### src/rtl/fcw_pkg.sv
// ---------------------------------------------------------------------------
// fcw_pkg
// Shared definitions for the fully-connected layer weight streamer.
//   - fcwState_t     : load-sequencer states (IDLE, LOAD, DRAIN)
//   - fcwAddrWidth   : address width derived from the maximum inputs per neuron
//   - fcwNumWidth    : neuron-number width, wide enough to hold MAX_NUM itself
//   - fcwCfgValid    : layer-geometry check applied when a load is started
// ---------------------------------------------------------------------------
package fcw_pkg;

    typedef enum logic [1:0] {
        IDLE  = 2'd0,
        LOAD  = 2'd1,
        DRAIN = 2'd2
    } fcwState_t;

    // Addresses run 0 .. maxNw-1; keep at least one bit for degenerate sizes.
    function automatic int fcwAddrWidth(input int maxNw);
        return (maxNw > 1) ? $clog2(maxNw) : 1;
    endfunction

    // Neuron numbers are 1-based, so the value maxNum itself must fit.
    function automatic int fcwNumWidth(input int maxNum);
        return $clog2(maxNum + 1);
    endfunction

    // A geometry is usable only if every neuron is a whole number of beats
    // and both dimensions fit inside the sizes the block was built for.
    function automatic logic fcwCfgValid(input int nw, input int num,
                                         input int maxNw, input int lanes,
                                         input int maxNum);
        return (nw != 0) && (nw <= maxNw) && ((nw % lanes) == 0) &&
               (num >= 1) && (num <= maxNum);
    endfunction

endpackage

### src/rtl/fcw_out_reg.sv
// ---------------------------------------------------------------------------
// fcw_out_reg
// Single-entry valid/ready output register. A loaded payload is held until
// downstream takes it; a load in the same cycle as a take replaces the old
// entry without a bubble. The owner must only load when the entry is empty
// or being taken.
// Ports:
//   i_clk, i_rst  : clock, synchronous active-high reset
//   i_load        : capture i_data this cycle
//   i_data        : payload in
//   i_rdy         : downstream accepts the held payload
//   o_valid       : payload held
//   o_data        : held payload (RESET_VAL after reset)
// ---------------------------------------------------------------------------
module fcw_out_reg #(
    parameter int         W         = 8,
    parameter logic [W-1:0] RESET_VAL = '0
) (
    input  logic         i_clk,
    input  logic         i_rst,
    input  logic         i_load,
    input  logic [W-1:0] i_data,
    input  logic         i_rdy,
    output logic         o_valid,
    output logic [W-1:0] o_data
);

    logic         r_valid;
    logic [W-1:0] r_data;

    // Capture has priority over a take; a take with no new payload empties.
    always_ff @(posedge i_clk) begin
        if (i_rst) begin
            r_valid <= 1'b0;
            r_data  <= RESET_VAL;
        end else if (i_load) begin
            r_valid <= 1'b1;
            r_data  <= i_data;
        end else if (r_valid && i_rdy) begin
            r_valid <= 1'b0;
        end
    end

    assign o_valid = r_valid;
    assign o_data  = r_data;

endmodule

### src/rtl/fc_weight_streamer.sv
// ---------------------------------------------------------------------------
// fc_weight_streamer
// Streams LANES-wide weight beats into an FC MAC array weight-write port,
// tagging each beat with its 1-based neuron number and lane-0 address.
// Layer geometry is supplied per load and latched when the load starts.
// Optional build macro: FCW_CHECKSUM_EN adds o_checksum, the sum of all
// lanes of every beat accepted in the current load.
// Ports:
//   i_sclk, i_rst          : clock, synchronous active-high reset
//   i_start                : begin a load (honoured in IDLE only)
//   i_cfg_nw, i_cfg_num    : inputs per neuron, neuron count for the load
//   i_data, i_valid, o_ready : input beat handshake
//   o_w_en, i_w_rdy        : output beat handshake
//   o_weight, o_w_num, o_w_addr : registered output beat
//   o_busy                 : load in progress
//   o_done                 : one-cycle pulse after the final beat is taken
//   o_cfg_err              : one-cycle pulse on a rejected start
//   o_checksum             : (FCW_CHECKSUM_EN only) lane sum of the load
// ---------------------------------------------------------------------------
module fc_weight_streamer
    import fcw_pkg::*;
#(
    parameter int WD      = 8,
    parameter int LANES   = 4,
    parameter int MAX_NW  = 256,
    parameter int MAX_NUM = 128,
    parameter int AW      = fcwAddrWidth(MAX_NW),
    parameter int NUMW    = fcwNumWidth(MAX_NUM)
) (
    input  logic                  i_sclk,
    input  logic                  i_rst,
    input  logic                  i_start,
    input  logic [AW:0]           i_cfg_nw,
    input  logic [NUMW-1:0]       i_cfg_num,
    input  logic [WD*LANES-1:0]   i_data,
    input  logic                  i_valid,
    output logic                  o_ready,
    output logic                  o_w_en,
    input  logic                  i_w_rdy,
    output logic [WD*LANES-1:0]   o_weight,
    output logic [NUMW-1:0]       o_w_num,
    output logic [AW-1:0]         o_w_addr,
    output logic                  o_busy,
    output logic                  o_done,
    output logic                  o_cfg_err
`ifdef FCW_CHECKSUM_EN
    ,
    output logic [WD+AW+NUMW-1:0] o_checksum
`endif
);

    localparam int PW = WD*LANES + NUMW + AW;
    localparam logic [PW-1:0] PAY_RESET = {{(WD*LANES){1'b0}}, NUMW'(1), {AW{1'b0}}};

    fcwState_t       r_state;
    logic [AW:0]     r_cfgNw;
    logic [NUMW-1:0] r_cfgNum;
    logic [AW-1:0]   r_addr;
    logic [NUMW-1:0] r_num;
    logic            r_done;
    logic            r_cfgErr;

    logic            w_outValid;
    logic [PW-1:0]   w_payOut;
    logic            w_ready;
    logic            w_accept;
    logic            w_cfgOk;
    logic [AW:0]     w_addrNext;
    logic            w_rowEnd;
    logic            w_lastBeat;

    // The stage can take a new beat whenever its single entry is empty or
    // leaving this cycle, which sustains one beat per clock.
    assign w_ready    = (r_state == LOAD) && (!w_outValid || i_w_rdy);
    assign w_accept   = i_valid && w_ready;
    assign w_cfgOk    = fcwCfgValid(int'(i_cfg_nw), int'(i_cfg_num), MAX_NW, LANES, MAX_NUM);
    assign w_addrNext = {1'b0, r_addr} + (AW+1)'(LANES);
    assign w_rowEnd   = (w_addrNext == r_cfgNw);
    assign w_lastBeat = w_rowEnd && (r_num == r_cfgNum);

    // Load sequencer: latches geometry on a good start, walks address and
    // neuron counters per accepted beat, then waits for the last beat to
    // leave the output register before signalling completion.
    always_ff @(posedge i_sclk) begin
        if (i_rst) begin
            r_state  <= IDLE;
            r_cfgNw  <= '0;
            r_cfgNum <= '0;
            r_addr   <= '0;
            r_num    <= NUMW'(1);
            r_done   <= 1'b0;
            r_cfgErr <= 1'b0;
        end else begin
            r_done   <= 1'b0;
            r_cfgErr <= 1'b0;
            case (r_state)
                IDLE: begin
                    if (i_start) begin
                        if (w_cfgOk) begin
                            r_cfgNw  <= i_cfg_nw;
                            r_cfgNum <= i_cfg_num;
                            r_addr   <= '0;
                            r_num    <= NUMW'(1);
                            r_state  <= LOAD;
                        end else begin
                            r_cfgErr <= 1'b1;
                        end
                    end
                end
                LOAD: begin
                    if (w_accept) begin
                        if (w_rowEnd) begin
                            r_addr <= '0;
                            if (w_lastBeat) begin
                                r_state <= DRAIN;
                            end else begin
                                r_num <= r_num + NUMW'(1);
                            end
                        end else begin
                            r_addr <= w_addrNext[AW-1:0];
                        end
                    end
                end
                DRAIN: begin
                    if (!w_outValid || i_w_rdy) begin
                        r_done  <= 1'b1;
                        r_state <= IDLE;
                    end
                end
                default: r_state <= IDLE;
            endcase
        end
    end

    fcw_out_reg #(
        .W         (PW),
        .RESET_VAL (PAY_RESET)
    ) u_outReg (
        .i_clk   (i_sclk),
        .i_rst   (i_rst),
        .i_load  (w_accept),
        .i_data  ({i_data, r_num, r_addr}),
        .i_rdy   (i_w_rdy),
        .o_valid (w_outValid),
        .o_data  (w_payOut)
    );

    assign o_ready   = w_ready;
    assign o_w_en    = w_outValid;
    assign o_weight  = w_payOut[PW-1 -: WD*LANES];
    assign o_w_num   = w_payOut[AW +: NUMW];
    assign o_w_addr  = w_payOut[AW-1:0];
    assign o_busy    = (r_state == LOAD);
    assign o_done    = r_done;
    assign o_cfg_err = r_cfgErr;

`ifdef FCW_CHECKSUM_EN
    localparam int CSW = WD + AW + NUMW;

    logic [CSW-1:0] r_checksum;
    logic [CSW-1:0] w_beatSum;

    // Lane sum of the beat currently being accepted.
    always_comb begin
        w_beatSum = '0;
        for (int i = 0; i < LANES; i++) begin
            w_beatSum = w_beatSum + CSW'(i_data[i*WD +: WD]);
        end
    end

    // Cleared only by a start that actually begins a load, so the total
    // stays readable after o_done until the next load.
    always_ff @(posedge i_sclk) begin
        if (i_rst) begin
            r_checksum <= '0;
        end else if ((r_state == IDLE) && i_start && w_cfgOk) begin
            r_checksum <= '0;
        end else if (w_accept) begin
            r_checksum <= r_checksum + w_beatSum;
        end
    end

    assign o_checksum = r_checksum;
`endif

endmodule

### config.mk
export PLATFORM = sky130hd
export DESIGN_NAME = fc_weight_streamer
export DESIGN_NICKNAME = d
export VERILOG_FILES = /design/src/rtl/fcw_pkg.sv /design/src/rtl/fcw_out_reg.sv /design/src/rtl/fc_weight_streamer.sv
export SDC_FILE = /design/constraint.sdc
export NUM_CORES = 1
export LEC_CHECK = 0
export CAP_MARGIN = 40
export CORE_AREA = 2 2 95 134
export CTS_BUF_LIST = sky130_fd_sc_hd__clkbuf_4 sky130_fd_sc_hd__clkbuf_8 sky130_fd_sc_hd__clkbuf_16
export DETAILED_ROUTE_END_ITERATION = 10
export DIE_AREA = 0 0 97 136
export HOLD_SLACK_MARGIN = 0.08
export PLACE_DENSITY_LB_ADDON = 0.25
export SLEW_MARGIN = 40
export SYNTH_ARGS = -nofsm -noshare
export SYNTH_HDL_FRONTEND = slang
export SYNTH_SLANG_ARGS = --single-unit
### constraint.sdc
create_clock -name i_sclk -period 3.48 [get_ports i_sclk]
set_clock_uncertainty 0.05 [all_clocks]
set_input_delay 0.696 -clock i_sclk [delete_from_list [all_inputs] [get_ports i_sclk]]
set_output_delay 0.696 -clock i_sclk [all_outputs]
set_load 0.05 [all_outputs]
==> reports/summary.txt, run 1 <==
Sequential Power Share: 0.460
hold_ws: 0.4028 ns
Post-Synth Simple-Gate Area: 0.2328
clk root buf: clkbuf_16
drc violations: 0
distinct cell type count after synthesis: 52
die extent in y: 136 um
Net Sw Power: 0.0004759 W
asr flop ratio synth: 0
Core Area: 0.01207 sq mm
Rows: 48
xor-xnor portion of the synthesized cell area: 0.03987
fraction of layout cells with a size suffix above 1: 0.06551
HP Start: u_outReg.o_data[6]
first-pass GRT wire length: 16530 um
nature of the critical path endpoint: flop
Clock transition at path regs: 0.06 ns
Clock power frac: 0.466
total power: 0.002064 W
final WL: 9924 um
Routed Antenna Nets: 0
status: complete, no violations
post-synthesis mux area share: 0.04557
routed len/inst: 14.83 um
depth of the CTS H-tree: 3
CP Launch Type: flop
initial antenna violation count: 0
gp weighted congestion: 0.8680
Post-synth EDFFs: 0
Gate Count Post-Synth: 420
Final TNS setup: 0 ns
Setup Crit Path Kind: flop to flop
Ant. Diodes: 0
Max Fclk: 345.5 MHz
sequential fraction of the synthesis area: 0.4671
critical path launch point: r_addr[2]
Top Ports: 107
max-slew violation count: 0
Sw Share: 0.2306
register bit total from synthesis: 82
class of the worst hold path: flop to flop
Pint: 0.001588 W
final instance area: 0.004950 sq mm
grt ovf: 0
Combinational Power Share: 0.074
Avg Synthesized Cell Area: 8.368 sq um
pwr/cell area: 417.0 mW/mm^2
Yosys Warn Count: 0
LEAKAGE: 1.868 nW
Slew @ Worst Pin: 0.7851 ns
dpl cell area: 0.004651 sq mm
RSZ-0062 raised after global routing: no
routed vias/inst: 4.889
Post-CTS Resized: 0
post-layout util: 0.4100
Critical Path AT: 3.06 ns
final count of hold timing violations: 0
Final setup viols: 0
Clock Path Buffers: 2
max cap viols: 0
leading cell type in the layout, fill and taps excluded: clkdlybuf4s50_1
initial core utilization: 0.2911
Overall Global Routing Usage: 0.1553
critical path data required time: 3.65 ns
Final period util: 0.8318
CP max FO: 7
Post-Syn Area: 0.003515 sq mm
most frequent cells in the layout: clkdlybuf4s50_1 (102), nand2_1 (101), dfxtp_1 (82)
RR Startpoint: r_addr[2]
DR vias: 3271
vias in the first global route: 3351
dominant synthesized flop cell: dfxtp_1
CTS Hold Bufs: 0
P&R area growth vs syn: 40.83%
Max-slew headroom: 0.4766
later-pin clock latency in the skew report: 0.33 ns
Die ar.: 0.01319 sq mm
main combinational cell family by area after synthesis: simple AND/OR/NAND/NOR gates
DRT Pass-1 Iters: 4
largest net degree at the start of global routing: 72
CTS tree: built
# port buffers: 104
Post-DP HPWL: 7114 um
clk sink count: 82
compound-cell area share of the yosys netlist: 0.1598
Post-Synth Adder-Cell Area: 0.007120
Final Critical Period: 2.895 ns
Setup Fix Bufs, Post-CTS: 0
nets: 570
Num CTS Buffers: 9
Max VDD drop: 0.2373 mV
Die Width: 97 um
DR iter-0 viols: 108
Fill cells: 1204
==> registers in the layout, indices dropped and copies added, names as in the netlist <==
name and flops:
r_num 8, o_done 1, o_cfg_err 1, u_outReg.o_valid 1, r_state 2, r_cfgNw 9
u_outReg.o_data 46, r_cfgNum 8, r_addr 6
==> power by group through the flow <==
stage | sequential [W] | clock [W] | combinational [W]
detailed placement | 0.000971 | 0 | 0.000153
CTS | 0.000950 | 0.000987 | 0.000154
global placement | 0.000971 | 0 | 0.000153
floorplan | 0.000985 | 0 | 0.0000549
global route | 0.000950 | 0.00103 | 0.000165
finish | 0.000950 | 0.000961 | 0.000153
==> synthesized netlist by cell type, types with 4 or more instances <==
cell / n / area share
dfxtp_1: 82 / 0.47
mux2i_1: 16 / 0.046
a31oi_1: 6 / 0.011
o21ai_0: 5 / 0.0071
nand3_1: 12 / 0.017
xnor2_1: 5 / 0.012
inv_1: 6 / 0.0064
and3_1: 4 / 0.0071
nor3_1: 4 / 0.0057
or4_1: 4 / 0.0085
a22o_1: 4 / 0.010
nor2_1: 28 / 0.030
xor2_1: 11 / 0.027
clkbuf_1: 18 / 0.019
buf_4: 4 / 0.0085
a21oi_1: 50 / 0.071
nand2_1: 101 / 0.11
nand4_1: 4 / 0.0071
==> kinds of logic after synthesis <==
kind of cell / after synthesis
DFF: 82
other: 1
buffers and inverters: 35
adders and majority gates: 2
xor gates and xnor gates: 16
AOI/OAI and AO/OA: 88
muxes: 16
and+or+nand+nor: 180
==> area by class of cell <==
cell class / count / area [sq um] / area share
Clock inverter: 6 / 66.31 / 0.01340
Timing Repair Buffer: 111 / 1086 / 0.2194
Sequential cell: 82 / 1642 / 0.3316
Tap cell: 150 / 187.7 / 0.03792
Multi-Input combinational cell: 304 / 1713 / 0.3461
Inverter: 6 / 22.52 / 0.004550
Clock buffer: 10 / 232.7 / 0.04702
==> metrics by stage <==
stage	std cells	worst slack [ns]
after global routing	669	0.4601
after CTS	669	0.6107
after floorplan	421	0.7752
final	669	0.5854
after global placement	653	0.3341
after detailed placement	653	0.2988
==> worst paths after layout <==
kind	endpoint	slack, ns	cells after the start
max reg2reg	r_addr[7]	0.59	7
max	r_addr[7]	0.59	7
min	u_outReg.o_data[6]	0.40	2
min reg2reg	u_outReg.o_data[6]	0.40	2
==> metal layers <==
layer,share of wire,wire length [um],track usage,vias to the layer above
met1,0.40,3991,0.1762,1507
met4,0.035,343,0.07825,0
li1,-,-,-,1625
met5,0,0,0,-
met3,0.071,705,0.04884,28
met2,0.49,4884,0.2635,111
==> critical path, cell delays in order, from the launching register on <==
cell and delay, ns:
dfxtp_1 0.50, ha_1 0.34, xor2_1 0.16, or4_4 0.50, a211oi_4 0.41, a31oi_1 0.24
a211o_1 0.34, a22o_1 0.24
Power figures use the tool's default switching activity.
==> run 2, diff against run 1 <==
==> constraint.sdc (replaced) <==
create_clock -name i_sclk -period 2.5 [get_ports i_sclk]
set_clock_uncertainty 0.05 [all_clocks]
set_input_delay 0.5 -clock i_sclk [delete_from_list [all_inputs] [get_ports i_sclk]]
set_output_delay 0.5 -clock i_sclk [all_outputs]
set_load 0.05 [all_outputs]
==> run 2 against run 1 <==
Effect of this change: critical endpoint is now r_addr[4]; cell area rose by 8.1%; critical path depth is 1 higher; critical path type unchanged; maximum frequency grew 19%; power is 46% higher; largest power group unchanged; sequential share of layout area decreased by 2.4 points; final cell count grew 4.5%; global-route usage rose by 0.093 points; sequential cell count did not move; first-iteration DRC count rose by 34%; sequential power grew 39%; clock-buffer cell count unchanged.
==> reports/summary.txt, run 2 (synthesized netlist as in run 1, its figures left out) <==
CP Launch Type: flop
Fill cells: 1180 (-2.0%)
Net Sw Power: 0.0006646 W (+40%)
most frequent cells in the layout: nand2_1 (101), clkdlybuf4s50_1 (97), dfxtp_1 (80)
Final Critical Period: 2.434 ns (-0.4603 ns)
Routed Antenna Nets: 0 (unchanged)
Pint: 0.002351 W (+48%)
pre-CTS setup slack: -0.4823 ns (-0.7811 ns)
# port buffers: 104 (unchanged)
Post-DP HPWL: 7425 um (+4.4%)
initial core utilization: 0.2911 (unchanged)
later-pin clock latency in the skew report: 0.34 ns (about the same)
CP top delay family: compound AO/OA/AOI/OAI gates
CP max FO: 5 (-2)
critical path data required time: 2.68 ns (-0.97 ns)
Rows: 48 (unchanged)
Max Fclk: 410.8 MHz (+19%)
CTS tree: built
CP peak stage delay: 0.49 ns (about the same)
status: complete, no violations
Final setup viols: 0 (unchanged)
Max-slew headroom: 0.5174 (+0.04074)
depth of the CTS H-tree: 3 (unchanged)
Final period util: 0.9737 (+0.1419)
Clock power frac: 0.479 (+0.013)
final count of hold timing violations: 0 (unchanged)
max-slew violation count: 0 (unchanged)
Sw Share: 0.2204 (-0.01020)
initial antenna violation count: 0 (unchanged)
gp weighted congestion: 0.8439 (-2.8%)
first-pass GRT wire length: 16570 um (+0.29%)
worst path cell trace: ha_4 -> xor2_1 -> or4_4 -> a211oi_4 -> buf_6 -> a31oi_2 -> a211o_1 -> a22o_1
max cap viols: 0 (unchanged)
Slew @ Worst Pin: 0.7225 ns (-0.06260 ns)
P&R area growth vs syn: 52.22%
leading cell type in the layout, fill and taps excluded: nand2_1
Final TNS setup: 0 ns (unchanged)
Top Ports: 107 (unchanged)
Setup Crit Path Kind: flop to flop
DR vias: 3409 (+4.2%)
drc violations: 0 (unchanged)
Max VDD drop: 0.3635 mV (+53%)
nets: 600 (+5.3%)
Num CTS Buffers: 9 (unchanged)
CTS Hold Bufs: 0 (unchanged)
clk sink count: 82 (unchanged)
Clock transition at path regs: 0.06 ns (about the same)
Clock Path Buffers: 2 (unchanged)
Sequential Power Share: 0.439 (-0.021)
vias in the first global route: 3498 (+4.4%)
hold_ws: 0.4022 ns (-0.0006040 ns)
total power: 0.003016 W (+46%)
Critical Path AT: 2.61 ns (-0.45 ns)
pwr/cell area: 563.7 mW/mm^2 (+35%)
RSZ-0062 raised after global routing: no
clk root buf: clkbuf_16
LEAKAGE: 2.111 nW (+13%)
Ant. Diodes: 0 (unchanged)
grt ovf: 0 (unchanged)
Overall Global Routing Usage: 0.1563 (+0.0009350)
routed vias/inst: 4.877 (-0.25%)
die extent in y: 136 um (unchanged)
class of the worst hold path: flop to flop
Worst Path Buf+Inv: 1 (+1)
nature of the critical path endpoint: flop
DRT Pass-1 Iters: 4 (unchanged)
critical path's slowest cell: or4_4
fraction of layout cells with a size suffix above 1: 0.1421 (+0.07657)
routed len/inst: 14.65 um (-1.3%)
Combinational Power Share: 0.083 (+0.009)
max reg flops: 46 (unchanged)
largest net degree at the start of global routing: 54 (-25%)
DR iter-0 viols: 145 (+34%)
final WL: 10240 um (+3.2%)
Die Width: 97 um (unchanged)
final worst slack: 0.06566 ns (-0.5197 ns)
Die ar.: 0.01319 sq mm (unchanged)
Core Area: 0.01207 sq mm (unchanged)
-- run 2: layer usage --
metal,share of wire,track usage,vias to the layer above
met4,0.031,0.08451,0
met1,0.39,0.1631,1598
met5,0,0,-
met2,0.52,0.2793,98
li1,-,-,1691
met3,0.063,0.04936,22
-- run 2: final timing paths --
kind | end | start | slack (ns) | cells past startpoint
min | u_outReg.o_data[42] | u_outReg.o_data[42] | 0.40 | 2
max | r_addr[4] | r_addr[2] | 0.07 | 8
min reg2reg | u_outReg.o_data[42] | u_outReg.o_data[42] | 0.40 | 2
max reg2reg | r_addr[4] | r_addr[2] | 0.07 | 8
-- run 2: stage by stage --
stage                     instances    util  cell area (sq um)
after floorplan                 421       -               3521
after global placement          681  0.4061               4902
after detailed placement        681  0.4061               4902
after CTS                       699  0.4380               5288
after global routing            699  0.4432               5350
final                           699  0.4432               5350
-- run 2: power by group through the flow --
stage               logic [W]  registers, W  clock network, W
finish               0.000249       0.00132           0.00144
global route         0.000266       0.00132           0.00153
CTS                  0.000244       0.00132           0.00148
detailed placement   0.000240       0.00135                 0
global placement     0.000239       0.00135                 0
floorplan           0.0000765       0.00137                 0
-- run 2: final cells by class --
class                      instances  area (sq um)  area share
multi-input combinational        304          1802      0.3368
sequential                        82          1644      0.3073
timing repair buffer             141          1365      0.2551
clock buffer                      10         239.0     0.04467
tap                              150         187.7     0.03508
clock inverter                     6         90.09     0.01684
inverter                           6         22.52    0.004210
-- run 2: worst register-to-register path: cells and delay by family, from the launching register on --
| family | cells | cell delay [ns] |
|---|---|---|
| AOI/OAI and AO/OA | 4 | 0.90 |
| xor gates and xnor gates | 1 | 0.14 |
| adders and majority gates | 1 | 0.25 |
| buffers and inverters | 1 | 0.15 |
| DFF | 1 | 0.34 |
| and+or+nand+nor | 1 | 0.49 |
-- run 2: timing repair --
action                                  4_1_cts  5_1_grt
gates resized for setup                       6       15
pin swaps                                     2        6
endpoints found under the setup margin       11       18
buffers inserted                              2        0
==> run 3, diff against run 2 <==
--- a/config.mk
+++ b/config.mk
@@ -7,9 +7,9 @@
 export LEC_CHECK = 0
 export CAP_MARGIN = 40
 export CORE_AREA = 2 2 95 134
-export CTS_BUF_LIST = sky130_fd_sc_hd__clkbuf_4 sky130_fd_sc_hd__clkbuf_8 sky130_fd_sc_hd__clkbuf_16
 export DETAILED_ROUTE_END_ITERATION = 10
 export DIE_AREA = 0 0 97 136
+export GPL_TIMING_DRIVEN = 0
 export HOLD_SLACK_MARGIN = 0.08
 export PLACE_DENSITY_LB_ADDON = 0.25
 export SLEW_MARGIN = 40
==> run 3 against run 2 <==
Effect of this change: critical path depth is 1 higher; combinational power is essentially flat; power grew 0.56%; via count is 0.70% lower; largest cell class unchanged; clock-buffer cell count is 1 higher; critical path type unchanged; sequential cell count stayed put; global-route usage fell by 0.46 points; worst setup slack lost 0.054 ns; largest power group unchanged; register-to-register slack got worse by 0.05 ns.
==> reports/summary.txt, run 3 (synthesized netlist as in run 1, its figures left out) <==
status: complete, no violations
Clock Path Buffers: 2 (unchanged)
final WL: 10140 um (-1.0%)
pre-CTS setup slack: -0.6882 ns (-0.2059 ns)
DR vias: 3385 (-0.70%)
max reg flops: 46 (unchanged)
Setup Crit Path Kind: flop to flop
vias in the first global route: 3434 (-1.8%)
Routed Antenna Nets: 0 (unchanged)
Final Critical Period: 2.489 ns (+0.05444 ns)
pwr/cell area: 567.0 mW/mm^2 (+0.59%)
met1 usage: 0.1625 (-0.0005324)
CTS Hold Bufs: 0 (unchanged)
initial antenna violation count: 0 (unchanged)
Core Area: 0.01207 sq mm (unchanged)
Combinational Power Share: 0.081 (-0.002)
Sequential Power Share: 0.435 (-0.004)
Die ar.: 0.01319 sq mm (unchanged)
Top Ports: 107 (unchanged)
Net Sw Power: 0.0006597 W (-0.74%)
CTS tree: built
# port buffers: 103 (-0.96%)
clk sink count: 82 (unchanged)
fraction of layout cells with a size suffix above 1: 0.1148 (-0.02732)
die extent in y: 136 um (unchanged)
Overall Global Routing Usage: 0.1516 (-0.004630)
Rows: 48 (unchanged)
max-slew violation count: 0 (unchanged)
class of the worst hold path: flop to flop
nature of the critical path endpoint: flop
largest net degree at the start of global routing: 15 (-72%)
CP most frequent cell: buf_6
nets: 600 (unchanged)
Max Fclk: 401.8 MHz (-2.2%)
flop2flop setup slack: 0.01 ns (-0.05 ns)
Final setup viols: 0 (unchanged)
first-pass GRT wire length: 16260 um (-1.9%)
CP peak stage delay: 0.50 ns (about the same)
RSZ-0062 raised after global routing: yes
final worst slack: 0.01122 ns (-0.05444 ns)
depth of the CTS H-tree: 3 (unchanged)
Max VDD drop: 0.3767 mV (+3.6%)
CP Launch Type: flop
later-pin clock latency in the skew report: 0.33 ns (about the same)
drc violations: 0 (unchanged)
gp weighted congestion: 0.7862 (-6.8%)
grt ovf: 0 (unchanged)
Post-DP HPWL: 7630 um (+2.8%)
worst path cell trace: ha_4 -> xor2_1 -> or4_4 -> a211oi_4 -> buf_6 -> buf_6 -> a31oi_1 -> or3_4 -> a22o_1
CP max FO: 5 (unchanged)
Ant. Diodes: 0 (unchanged)
Die Width: 97 um (unchanged)
Pint: 0.002373 W (+0.93%)
Slew @ Worst Pin: 0.7144 ns (-0.008116 ns)
Critical Path AT: 2.67 ns (+0.06 ns)
clk root buf: clkbuf_16
dpl cell area: 0.004740 sq mm (-3.3%)
Clock transition at path regs: 0.06 ns (about the same)
Final period util: 0.9955 (+0.02178)
DRT Pass-1 Iters: 4 (unchanged)
critical path data required time: 2.68 ns (about the same)
Num CTS Buffers: 9 (unchanged)
final instance area: 0.005349 sq mm (about the same)
routed vias/inst: 4.843 (-0.70%)
P&R area growth vs syn: 52.19% (about the same)
max cap viols: 0 (unchanged)
Max-slew headroom: 0.5194 (+0.002011)
M3 GR Usage: 0.04987 (+0.0005141)
LEAKAGE: 2.078 nW (-1.6%)
routed len/inst: 14.50 um (-1.0%)
GR peak layer: met2
leading cell type in the layout, fill and taps excluded: nand2_1
DR iter-0 viols: 113 (-22%)
most frequent cells in the layout: nand2_1 (101), clkdlybuf4s50_1 (96), dfxtp_1 (80)
Sw Share: 0.2175 (-0.002863)
final count of hold timing violations: 0 (unchanged)
met2 usage: 0.2828 (+0.003472)
initial core utilization: 0.2911 (unchanged)
critical path's slowest cell: or4_4
Clock power frac: 0.484 (+0.005)
## run 3: final timing paths
path	startpoint	to	depth (start not counted)
worst max-delay path	r_addr[2]	r_num[1]	9
worst max register to register	r_addr[2]	r_num[1]	9
worst min register to register	u_outReg.o_data[10]	u_outReg.o_data[10]	2
worst min-delay path	u_outReg.o_data[10]	u_outReg.o_data[10]	2
## run 3: routing by layer
metal / part of all wire / wire length, um
met1: 0.39 / 3952
met2: 0.53 / 5376
met3: 0.069 / 697
met4: 0.011 / 107
met5: 0 / 0
## run 3: area by class of cell
class                           count  area (sq um)
Inverter                            6         22.52
Tap cell                          150         187.7
Buffer                             28         138.9
Clock buffer                       11         252.7
Timing Repair Buffer              113          1140
Clock inverter                      5         86.33
Multi-Input combinational cell    304          1872
Fill cell                        1201          6723
Sequential cell                    82          1649
## run 3: critical path, delay by kind of cell, from the launching register on
kind                     cells  cell delay [ns]
XOR/XNOR                     1             0.14
AO/OA/AOI/OAI                3             0.48
flip-flops                   1             0.37
AND/OR/NAND/NOR              2             0.85
buffers and inverters        2             0.27
adder cells (fa/ha/maj)      1             0.25
## run 3: timing repair
item,4_1_cts,5_1_grt
pin swaps,3,15
setup buffers,2,8
gates resized for setup,16,26
gates cloned,0,0
endpoints found under the setup margin,24,50
## run 3: power groups by stage
stage / clock network [W] / registers (W) / logic, W
floorplan: 0 / 0.00137 / 0.0000765
CTS: 0.00151 / 0.00132 / 0.000231
global route: 0.00156 / 0.00132 / 0.000263
global placement: 0 / 0.00135 / 0.000219
detailed placement: 0 / 0.00135 / 0.000220
finish: 0.00147 / 0.00132 / 0.000246
## run 3: through the flow
stage / hold WS [ns] / std cells / util / power [W] / TNS (ns)
after floorplan: 0.4035 / 421 / - / 0.001448 / 0
after global placement: 0.3923 / 674 / 0.3926 / 0.001570 / -20.72
after detailed placement: 0.3985 / 674 / 0.3926 / 0.001572 / -21.85
after CTS: 0.4084 / 692 / 0.4292 / 0.003060 / -0.07592
after global routing: 0.4248 / 699 / 0.4431 / 0.003140 / -0.1816
final: 0.4034 / 699 / 0.4431 / 0.003033 / 0
